<file path="config.mk">
export PLATFORM = sky130hd
export DESIGN_NAME = param_counter_compare_flat
export DESIGN_NICKNAME = d
export VERILOG_FILES = /design/src/rtl/param_counter_compare_if.sv /design/src/rtl/param_counter_compare.sv /design/src/flat_wrapper.sv
export SDC_FILE = /design/constraint.sdc
export NUM_CORES = 1
export LEC_CHECK = 0
export CAP_MARGIN = 10
export CORE_ASPECT_RATIO = 1.1
export CORE_MARGIN = 1
export CORE_UTILIZATION = 31
export DETAILED_ROUTE_END_ITERATION = 12
export PLACE_DENSITY = 0.54
export SYNTH_ARGS = -nofsm -noshare
export SYNTH_HDL_FRONTEND = slang
export SYNTH_SLANG_ARGS = --single-unit
</file>
<file path="constraint.sdc">
create_clock -name clk -period 3.25 [get_ports clk]
set_clock_uncertainty 0.15 [all_clocks]
set_input_delay 0.325 -clock clk [delete_from_list [all_inputs] [get_ports clk]]
set_output_delay 0.325 -clock clk [all_outputs]
set_load 0.02 [all_outputs]
</file>
<file path="src/rtl/param_counter_compare_if.sv">
// Bus bundle for param_counter_compare.
// master drives controls, slave is the counter.
interface param_counter_compare_if #(
  parameter int WIDTH   = 8,
  parameter int NUM_CMP = 2
) ();
  logic                     enable;
  logic                     load;
  logic [WIDTH-1:0]         load_value;
  logic                     up_down;
  logic                     one_shot;
  logic [WIDTH-1:0]         modulus;
  logic [NUM_CMP*WIDTH-1:0] cmp_value;
  logic [NUM_CMP-1:0]       cmp_clear;
  logic [WIDTH-1:0]         count;
  logic [NUM_CMP-1:0]       match;
  logic [NUM_CMP-1:0]       match_flag;
  logic                     wrap;
  logic                     busy;
  logic                     done;

  modport master (
    output enable, load, load_value, up_down,
    output one_shot, modulus, cmp_value, cmp_clear,
    input  count, match, match_flag, wrap, busy, done
  );

  modport slave (
    input  enable, load, load_value, up_down,
    input  one_shot, modulus, cmp_value, cmp_clear,
    output count, match, match_flag, wrap, busy, done
  );
endinterface

</file>
<file path="src/rtl/param_counter_compare.sv">
// Up/down modulo counter with one-shot DONE state
// and NUM_CMP live/sticky compare channels.
module param_counter_compare #(
  parameter int WIDTH   = 8,
  parameter int NUM_CMP = 2
) (
  input logic clk,
  input logic reset,
  param_counter_compare_if.slave bus
);
  typedef enum logic [1:0] {
    IDLE = 2'd0,
    RUN  = 2'd1,
    DONE = 2'd2
  } state_t;

  state_t             state;
  state_t             state_n;
  logic [WIDTH-1:0]   count_q;
  logic [WIDTH-1:0]   count_n;
  logic [WIDTH-1:0]   step_val;
  logic [WIDTH-1:0]   term;
  logic [WIDTH-1:0]   load_sat;
  logic               step_wrap;
  logic               at_term;
  logic               wrap_q;
  logic               wrap_n;
  logic [NUM_CMP-1:0] match;
  logic [NUM_CMP-1:0] flag_q;

  // Free-run step result and terminal detection for the current direction
  always_comb begin
    step_val  = count_q;
    step_wrap = 1'b0;
    if (bus.up_down) begin
      term    = bus.modulus;
      at_term = (count_q >= bus.modulus);
      if (count_q >= bus.modulus) begin
        step_val  = '0;
        step_wrap = 1'b1;
      end else begin
        step_val = count_q + 1'b1;
      end
    end else begin
      term    = '0;
      at_term = (count_q == '0);
      if (count_q == '0) begin
        step_val  = bus.modulus;
        step_wrap = 1'b1;
      end else if (count_q > bus.modulus) begin
        step_val = bus.modulus;
      end else begin
        step_val = count_q - 1'b1;
      end
    end
  end

  // Load value clamped into the count range
  always_comb begin
    load_sat = bus.load_value;
    if (bus.load_value > bus.modulus) begin
      load_sat = bus.modulus;
    end
  end

  // State register
  always_ff @(posedge clk) begin
    if (reset) begin
      state <= IDLE;
    end else begin
      state <= state_n;
    end
  end

  // Next-state: load forces IDLE, DONE only exits via load/reset
  always_comb begin
    state_n = state;
    if (bus.load) begin
      state_n = IDLE;
    end else begin
      unique case (state)
        IDLE, RUN: begin
          if (!bus.enable) begin
            state_n = IDLE;
          end else if (bus.one_shot &&
                       (at_term || step_val == term)) begin
            state_n = DONE;
          end else begin
            state_n = RUN;
          end
        end
        DONE:    state_n = DONE;
        default: state_n = IDLE;
      endcase
    end
  end

  // Next count and wrap pulse
  always_comb begin
    count_n = count_q;
    wrap_n  = 1'b0;
    if (bus.load) begin
      count_n = load_sat;
    end else if (state != DONE && bus.enable) begin
      if (bus.one_shot) begin
        count_n = at_term ? term : step_val;
      end else begin
        count_n = step_val;
        wrap_n  = step_wrap;
      end
    end
  end

  // Count, wrap and sticky match flags
  always_ff @(posedge clk) begin
    if (reset) begin
      count_q <= '0;
      wrap_q  <= 1'b0;
      flag_q  <= '0;
    end else begin
      count_q <= count_n;
      wrap_q  <= wrap_n;
      flag_q  <= (flag_q & ~bus.cmp_clear) | match;
    end
  end

  // Live compare per channel
  always_comb begin
    match = '0;
    for (int i = 0; i < NUM_CMP; i++) begin
      match[i] = (count_q == bus.cmp_value[i*WIDTH +: WIDTH]);
    end
  end

  // Outputs decoded from registered state
  always_comb begin
    bus.count      = count_q;
    bus.wrap       = wrap_q;
    bus.match      = match;
    bus.match_flag = flag_q;
    bus.busy       = (state == RUN);
    bus.done       = (state == DONE);
  end
endmodule

</file>
<file path="src/flat_wrapper.sv">
// flat-port wrapper written by rule: the top's interface ports become plain ports
module param_counter_compare_flat 
#(
  parameter int WIDTH   = 8,
  parameter int NUM_CMP = 2
)
  (clk, reset, bus_enable, bus_load, bus_load_value, bus_up_down, bus_one_shot, bus_modulus, bus_cmp_value, bus_cmp_clear, bus_count, bus_match, bus_match_flag, bus_wrap, bus_busy, bus_done);
  param_counter_compare_if #(.WIDTH(WIDTH), .NUM_CMP(NUM_CMP)) bus_i ();
  input logic clk;
  input logic reset;
  input wire logic [$bits(bus_i.enable)-1:0] bus_enable;
  input wire logic [$bits(bus_i.load)-1:0] bus_load;
  input wire logic [$bits(bus_i.load_value)-1:0] bus_load_value;
  input wire logic [$bits(bus_i.up_down)-1:0] bus_up_down;
  input wire logic [$bits(bus_i.one_shot)-1:0] bus_one_shot;
  input wire logic [$bits(bus_i.modulus)-1:0] bus_modulus;
  input wire logic [$bits(bus_i.cmp_value)-1:0] bus_cmp_value;
  input wire logic [$bits(bus_i.cmp_clear)-1:0] bus_cmp_clear;
  output wire logic [$bits(bus_i.count)-1:0] bus_count;
  output wire logic [$bits(bus_i.match)-1:0] bus_match;
  output wire logic [$bits(bus_i.match_flag)-1:0] bus_match_flag;
  output wire logic [$bits(bus_i.wrap)-1:0] bus_wrap;
  output wire logic [$bits(bus_i.busy)-1:0] bus_busy;
  output wire logic [$bits(bus_i.done)-1:0] bus_done;
  assign bus_i.enable = bus_enable;
  assign bus_i.load = bus_load;
  assign bus_i.load_value = bus_load_value;
  assign bus_i.up_down = bus_up_down;
  assign bus_i.one_shot = bus_one_shot;
  assign bus_i.modulus = bus_modulus;
  assign bus_i.cmp_value = bus_cmp_value;
  assign bus_i.cmp_clear = bus_cmp_clear;
  assign bus_count = bus_i.count;
  assign bus_match = bus_i.match;
  assign bus_match_flag = bus_i.match_flag;
  assign bus_wrap = bus_i.wrap;
  assign bus_busy = bus_i.busy;
  assign bus_done = bus_i.done;
  param_counter_compare #(.WIDTH(WIDTH), .NUM_CMP(NUM_CMP)) u_core (.clk(clk), .reset(reset), .bus(bus_i));
endmodule
</file>
Yosys cells after proc, flatten, opt, wreduce, memory -nomap -nowiden --
Cells that the tools add are included.
Storage, ports and cells: bits in registers 13, logic and storage cells 45, bits of input ports 40
Operators by class: reduce and logical (&&, ||, !) cells 9, $lt $le $gt $ge 3, add/subtract/negate cells 2, bitwise gates (word level) 4, mux-type cells 17, equality and inequality tests 6
Operators with widths (count):
- 8-bit two-way mux | 10
- 8-bit equality test | 3
- 8-bit > comparator | 2
- 8-bit by 1-bit adder with 8-bit output, second input constant | 1
- 8-bit >= comparator | 1
- 8-bit logical NOT | 1
- 8-bit by 1-bit subtractor with 8-bit output, second input constant | 1
- 1-bit two-way mux | 4
- 2-bit two-way mux | 2
- 2-bit one-hot mux with 2 select lines | 1
- 2-bit OR reduction | 2
- 4-bit OR reduction | 1
- 2-bit AND | 1
- 2-bit by 1-bit equality test with 1-bit output, second input constant | 1
- 2-bit equality test, second input constant | 1
- 1-bit logical AND | 2
- 2-bit logical NOT | 1
- 2-bit != test, second input constant | 1
- 2-bit NOT | 1
- 2-bit OR | 1
- 2-bit nonzero test | 1
- 1-bit logical OR | 1
- 1-bit NOT | 1

Logic depth before layout (Yosys ltp) --
depth after elaboration 10, depth in mapped cells 13

Worst setup path before layout --
Ideal clock, no wire load.
path type reg2reg, from register u_core.count_q[0] (netlist: u_core.bus.count[0]), to register u_core.state[1], data arrival time 3.061 ns, buffers on the path 1, path slack -0.020 ns, setup time 0.059 ns, cell stages (with the launch flop) 13, cell sequence dfxtp_1 > clkbuf_1 > inv_1 > ha_1 > nand4_1 > nor2_4 > nand3b_1 > or3_1 > and3_1 > a2111oi_0 > nand4_1 > o31ai_2 > a22o_1
Between the ends: cells in the longest elaborated chain, start to end 10, elaborated cells on any way between the ends 16
RTL lines:
- start: declaration | RTL line param_counter_compare.sv:19 | logic [WIDTH-1:0] count_q;
- start signal: assignment | RTL line param_counter_compare.sv:121 | count_q <= count_n;
- 8-bit by 1-bit subtractor with 8-bit output or 8-bit > comparator (tied branches) | RTL line param_counter_compare.sv:53, param_counter_compare.sv:50
- 8-bit two-way mux | RTL line param_counter_compare.sv:50 | end else if (count_q > bus.modulus) begin
- 8-bit two-way mux | RTL line param_counter_compare.sv:47 | if (count_q == '0) begin
- 8-bit two-way mux | RTL line param_counter_compare.sv:35 | if (bus.up_down) begin
- 8-bit equality test | RTL line param_counter_compare.sv:86 | (at_term || step_val == term)) begin
- 1-bit logical OR (*) | RTL line param_counter_compare.sv:86
- 1-bit logical AND (*) | RTL line param_counter_compare.sv:85 | end else if (bus.one_shot &&
- 2-bit two-way mux (*) | RTL line param_counter_compare.sv:85
- 2-bit two-way mux (*) | RTL line param_counter_compare.sv:83 | if (!bus.enable) begin
- 2-bit one-hot mux with 2 select lines (*) | RTL line param_counter_compare.sv:81 | unique case (state)
- end signal: assignment | RTL line param_counter_compare.sv:71 | state <= state_n;
- end: declaration | RTL line param_counter_compare.sv:17 | state_t state;
Mark *: on every way between the ends. The rest lies on a longest branch, timed or not. A chain may end at the register's enable or synchronous reset.

Worst setup path after layout --
from input port bus_modulus[7], to register u_core.state[1]
Between the ends: cells in the longest elaborated chain, start to end 10, elaborated cells on any way between the ends 14
RTL lines:
- start: declaration | RTL line flat_wrapper.sv:16 | input wire logic [$bits(bus_i.modulus)-1:0] bus_modulus;
- 8-bit > comparator | RTL line param_counter_compare.sv:50
- 8-bit two-way mux | RTL line param_counter_compare.sv:50
- 8-bit two-way mux | RTL line param_counter_compare.sv:47
- 8-bit two-way mux | RTL line param_counter_compare.sv:35
- 8-bit equality test | RTL line param_counter_compare.sv:86
- 1-bit logical OR (*) | RTL line param_counter_compare.sv:86
- 1-bit logical AND (*) | RTL line param_counter_compare.sv:85
- 2-bit two-way mux (*) | RTL line param_counter_compare.sv:85
- 2-bit two-way mux (*) | RTL line param_counter_compare.sv:83
- 2-bit one-hot mux with 2 select lines (*) | RTL line param_counter_compare.sv:81
Marked as above.

==> out/results.txt <==
status = finished clean
critical path type = primary input to flop
FP Rows = 30
synth top area cells = dfxtp_1, ha_1, xnor2_1
Routed WL = 8150 um
core footprint = 0.00631 mm2
Max-Cap Viols = 0
Detailed Route Iter0 Violations = 171
crit-path max FO = 5
leakage power = 0.00129 uW
register area share after synthesis = 0.126
CTS clk-pin slew, worst paths = 70 ps
slew margin rel. = 0.555
Synth area leader = dfxtp_1
DR vias/cell = 5.49
routed len/inst = 17.9 um
worst setup path startpoint = bus_modulus[7]
top cells by count, synth = nor2_1, a21oi_1, xnor2_1
clock buffer depth = 2
Min Clock Period, post-route = 3140 ps
CP arrival = 3200 ps
Worst Tran Pin Value = 666 ps
Num Clock Sinks = 13
die outline area = 0.00699 mm2
Initial Util = 0.327
DIE HEIGHT = 87.6 um
flops & latches, synth = 13
post-route design area = 0.00325 mm2
GRT Total Usage = 0.239
Die Wd = 79.8 um
layout cells sized above 1 = 0.259
H-tree levels = 1
worst min path class = flop to flop
CTS root buf = clkbuf_8
fin crit share = 0.968
ANT nets after route = 0
Nets = 433
count leader, synth = nor2_1
Ys Warns = 0
final cell count without fillers = 454
ys async rst share = 0
total I/O pin count = 55
DRT Pass-1 Iters = 4
critical path, cell by cell = clkdlybuf4s50_1 -> inv_1 -> ha_4 -> a21oi_1 -> o21a_1 -> nand3b_1 -> buf_4 -> o311ai_4 -> o311ai_2 -> nor4_2 -> nand4_1 -> o31ai_2 -> a22o_1
cell count after synthesis = 275
pin count of the biggest net entering global routing = 16
CTS tree = yes
n_diodes = 0
CP required = 3300 ps
Distinct cells, synth = 61
average cell area after synthesis = 7.50 um2
vias in the first global route = 2497
worst r2r src = u_core.bus.count[0]
synthesized cell area = 0.00206 mm2
grt total ovfl = 0
first-pass GRT wire length = 12700 um
Peak Freq = 318 MHz
worst hold slack = 354 ps
dpl cell area = 0.00302 mm2
DR vias = 2493
crit start category = primary input
GPL Wtd Cong = 0.914
final hold violations = 0
Top FF cell, synth = dfxtp_1
post-placement cell count = 448
number of synthesized flops with an enable pin = 0
Hold Path Origin = u_core.state[1]
drt drc = 0
DPL Wire Length = 6320 um
RSZ-0062 raised after global routing = yes
# setup viols final = 0
Syn Nets = 333
Max Slew Vio Count = 0
Setup WS post-layout = 106 ps
CP max stage delay = 480 ps
Clock Latency Late Sink = 250 ps
Crit. End Element = flop
share of the synthesized area in the top cell type = 0.126
slowest cell on the critical path = clkdlybuf4s50_1
port bufs = 54
Setup WS pre-CTS = -250 ps
worst vdd ir = 253 uV
Area Growth Syn to Fin = 57.5%
pwr dens = 330 mW/mm2
cts hold-fix bufs = 0
TritonCTS Buffers = 3
Core Util, Final = 0.515
initial antenna violation count = 0
Fillers = 636
[worst paths after layout]
kind                         endpoint  slack, ps  cells after the start
setup / recovery      u_core.state[1]        110                     13
hold / removal        u_core.state[0]        350                      1
hold reg to reg       u_core.state[0]        350                      1
setup reg to reg  u_core.bus.count[6]        320                     13
[worst max-delay path, delay by kind of cell]
family | cells | cell delay (ps)
fa+ha+maj | 1 | 240
compound gates | 6 | 1320
simple gates | 3 | 550
buf+inv | 3 | 760
[layout by cell type, fill, tap and decap left out, drive strengths merged, types with 3 or more instances in the layout]
master | synthesis | final
a211oi | 7 | 7
a21oi | 22 | 22
a221oi | 4 | 4
a22oi | 4 | 4
a31oi | 3 | 3
buf | 7 | 54
clkbuf | 6 | 4
clkdlybuf4s50 | 0 | 53
dfxtp | 13 | 13
ha | 18 | 18
inv | 20 | 20
mux2 | 6 | 6
nand2 | 19 | 19
nand2b | 5 | 5
nand3 | 8 | 8
nand4 | 10 | 10
nor2 | 28 | 28
nor2b | 6 | 6
nor3 | 6 | 6
nor4 | 5 | 5
o21ai | 8 | 8
o22ai | 3 | 3
o31ai | 3 | 3
xnor2 | 22 | 22
xor2 | 5 | 5
[registers in the layout, indices dropped and copies added (netlist names)]
register / flops
u_core.bus.count: 8
u_core.bus.match_flag: 2
u_core.bus.wrap: 1
u_core.state: 2
[kinds of logic (layout without fill, tap and decap cells)]
family | after synthesis | in the layout | synth area share
xor gates and xnor gates | 27 | 27 | 0.115
muxes | 8 | 8 | 0.0424
DFF | 13 | 13 | 0.126
AOI/OAI and AO/OA | 82 | 82 | 0.281
adders and majority gates | 18 | 18 | 0.109
buffers and inverters | 33 | 132 | 0.0734
and+or+nand+nor | 94 | 94 | 0.253
[final cells by class]
type | instances | area (um2) | share of cell area
well taps | 80 | 100 | 0.0308
inverters | 20 | 75.1 | 0.0231
repair buffers | 108 | 952 | 0.293
clock buffers | 4 | 45.0 | 0.0139
flip-flops and latches | 13 | 260 | 0.0801
multi-input cells | 229 | 1820 | 0.559
[power by group]
group          switching (uW)  internal (uW)  leakage [uW]  total (uW)
Sequential               10.8            173      0.000107         184
Combinational             383            348       0.00116         731
Clock                    71.1           87.0     0.0000228         158
Total                     465            608       0.00129        1070
[metal layers]
metal / vias up / global-route usage / routed length [um]
li1: 1220 / - / -
met5: - / 0 / 0
met1: 1166 / 0.310 / 3640
met2: 94 / 0.412 / 3910
met4: 0 / 0.0828 / 138
met3: 13 / 0.0240 / 459
[repair_timing]
action / in CTS / in global routing
buffers inserted: 1 / 1
resized for setup: 1 / 29
setup endpoints to repair: 2 / 7
pin swaps: 2 / 12
[per-stage QoR]
step | total power [uW] | setup TNS (ps)
2_1_floorplan | 578 | 0
3_3_place_gp | 856 | -1400
3_5_place_dp | 851 | -1230
4_1_cts | 1020 | 0
5_1_grt | 1140 | -121
6_report | 1070 | 0
(Power assumes the default switching activity.)
==> variant: new RTL, same settings <==
`WIDTH` is set to 8 in 3 places; all go to 10.
--- a/src/rtl/param_counter_compare_if.sv
+++ b/src/rtl/param_counter_compare_if.sv
@@ -2,5 +2,5 @@
 // master drives controls, slave is the counter.
 interface param_counter_compare_if #(
-  parameter int WIDTH   = 8,
+  parameter int WIDTH   = 10,
   parameter int NUM_CMP = 2
 ) ();
--- a/src/rtl/param_counter_compare.sv
+++ b/src/rtl/param_counter_compare.sv
@@ -2,5 +2,5 @@
 // and NUM_CMP live/sticky compare channels.
 module param_counter_compare #(
-  parameter int WIDTH   = 8,
+  parameter int WIDTH   = 10,
   parameter int NUM_CMP = 2
 ) (
--- a/src/flat_wrapper.sv
+++ b/src/flat_wrapper.sv
@@ -2,5 +2,5 @@
 module param_counter_compare_flat 
 #(
-  parameter int WIDTH   = 8,
+  parameter int WIDTH   = 10,
   parameter int NUM_CMP = 2
 )
Interface: changed (resized bus_cmp_value, bus_count, bus_load_value and bus_modulus); port bits go from 55 to 65. No check against the original RTL was run, so the function may have changed too.
==> variant against the unedited design <==
- worst setup slack got worse by 0.092 ns
- sequential share of layout area down 0.53 points
- sequential cell count up 2
- power is 26% higher
- synthesized area grew 24%
- maximum frequency shrank 2.8%
- design area increased by 24%
- critical path depth did not move
- wire length increased by 42%
- critical endpoint is now u_core.state[0]
- largest power group unchanged
==> variant: results (changes against the unedited design) <==
vias per cell: 5.56 (+1.3%)
RR Startpoint: u_core.bus.count[1]
DRT iter0 DRCs: 156 (-8.8%)
post-synth cell types: 72 (+18%)
VDD IR max: 152 uV (-40%)
PD cells: 337 mW/mm^2 (+2.0%)
via count: 3,153 (+26%)
worst r2r path cells: 12 (-1)
adder-cell area share of the yosys netlist: 0.107 (-0.00174)
slew margin rel.: 0.519 (-0.0356)
WHS Endpoint: u_core.bus.match_flag[1]
max reg flops: 10 (+2)
GPL Wtd Cong: 0.979 (+7.2%)
xor/xnor share of the synthesized area: 0.109 (-0.00524)
Final HPWL DP: 9270 um (+47%)
Commonest cells post-synth: 27 x nor2_1, 24 x nand2_1, 22 x ha_1, 22 x xnor2_1, 18 x inv_1
Area after DPL: 0.00378 mm^2 (+25%)
Resize count post-CTS: 3 (+2)
WHS: 0.336 ns (-0.0179 ns)
Synth Area in Compound Gates: 0.323 (+0.0419)
fmax: 309 MHz (-2.8%)
Tot GR Track Use: 0.273 (+0.0336)
Critical Path Source: bus_modulus[9]
Post-Place Worst Slack: -0.302 ns (-0.0527 ns)
# placed instances: 559 (+25%)
Nets: 530 (+22%)
first-pass GRT wire length: 17,300 um (+36%)
sequential share of the synthesized area: 0.117 (-0.00895)
status: finished clean
post-synthesis mux area share: 0.0542 (+0.0117)
hold_sp: u_core.bus.match_flag[1]
variant: critical path: stages:
cell	delay, ns
clkdlybuf4s50_1	0.50
inv_1	0.09
ha_4	0.24
a21oi_1	0.23
o21a_2	0.23
buf_4	0.13
o211ai_1	0.23
o211ai_1	0.22
o41ai_2	0.10
a211o_1	0.25
nor4_2	0.31
o2111ai_2	0.17
and3_1	0.22
variant: area by class of cell:
class | instances | area (um^2) | share of cell area
clock inverter | 1 | 5.00 | 0.00125
timing repair buffer | 140 | 1220 | 0.305
sequential | 15 | 300 | 0.0748
tap | 108 | 135 | 0.0337
inverter | 19 | 71.3 | 0.0178
clock buffer | 3 | 41.3 | 0.0103
multi-input combinational | 281 | 2240 | 0.557
variant: per-layer routing:
layer | GRT usage | vias to the layer above | share of wire
met5 | 0 | - | 0
met4 | 0.0993 | 0 | 0.033
met3 | 0.0365 | 32 | 0.074
met2 | 0.472 | 140 | 0.49
met1 | 0.336 | 1463 | 0.41
li1 | - | 1518 | -
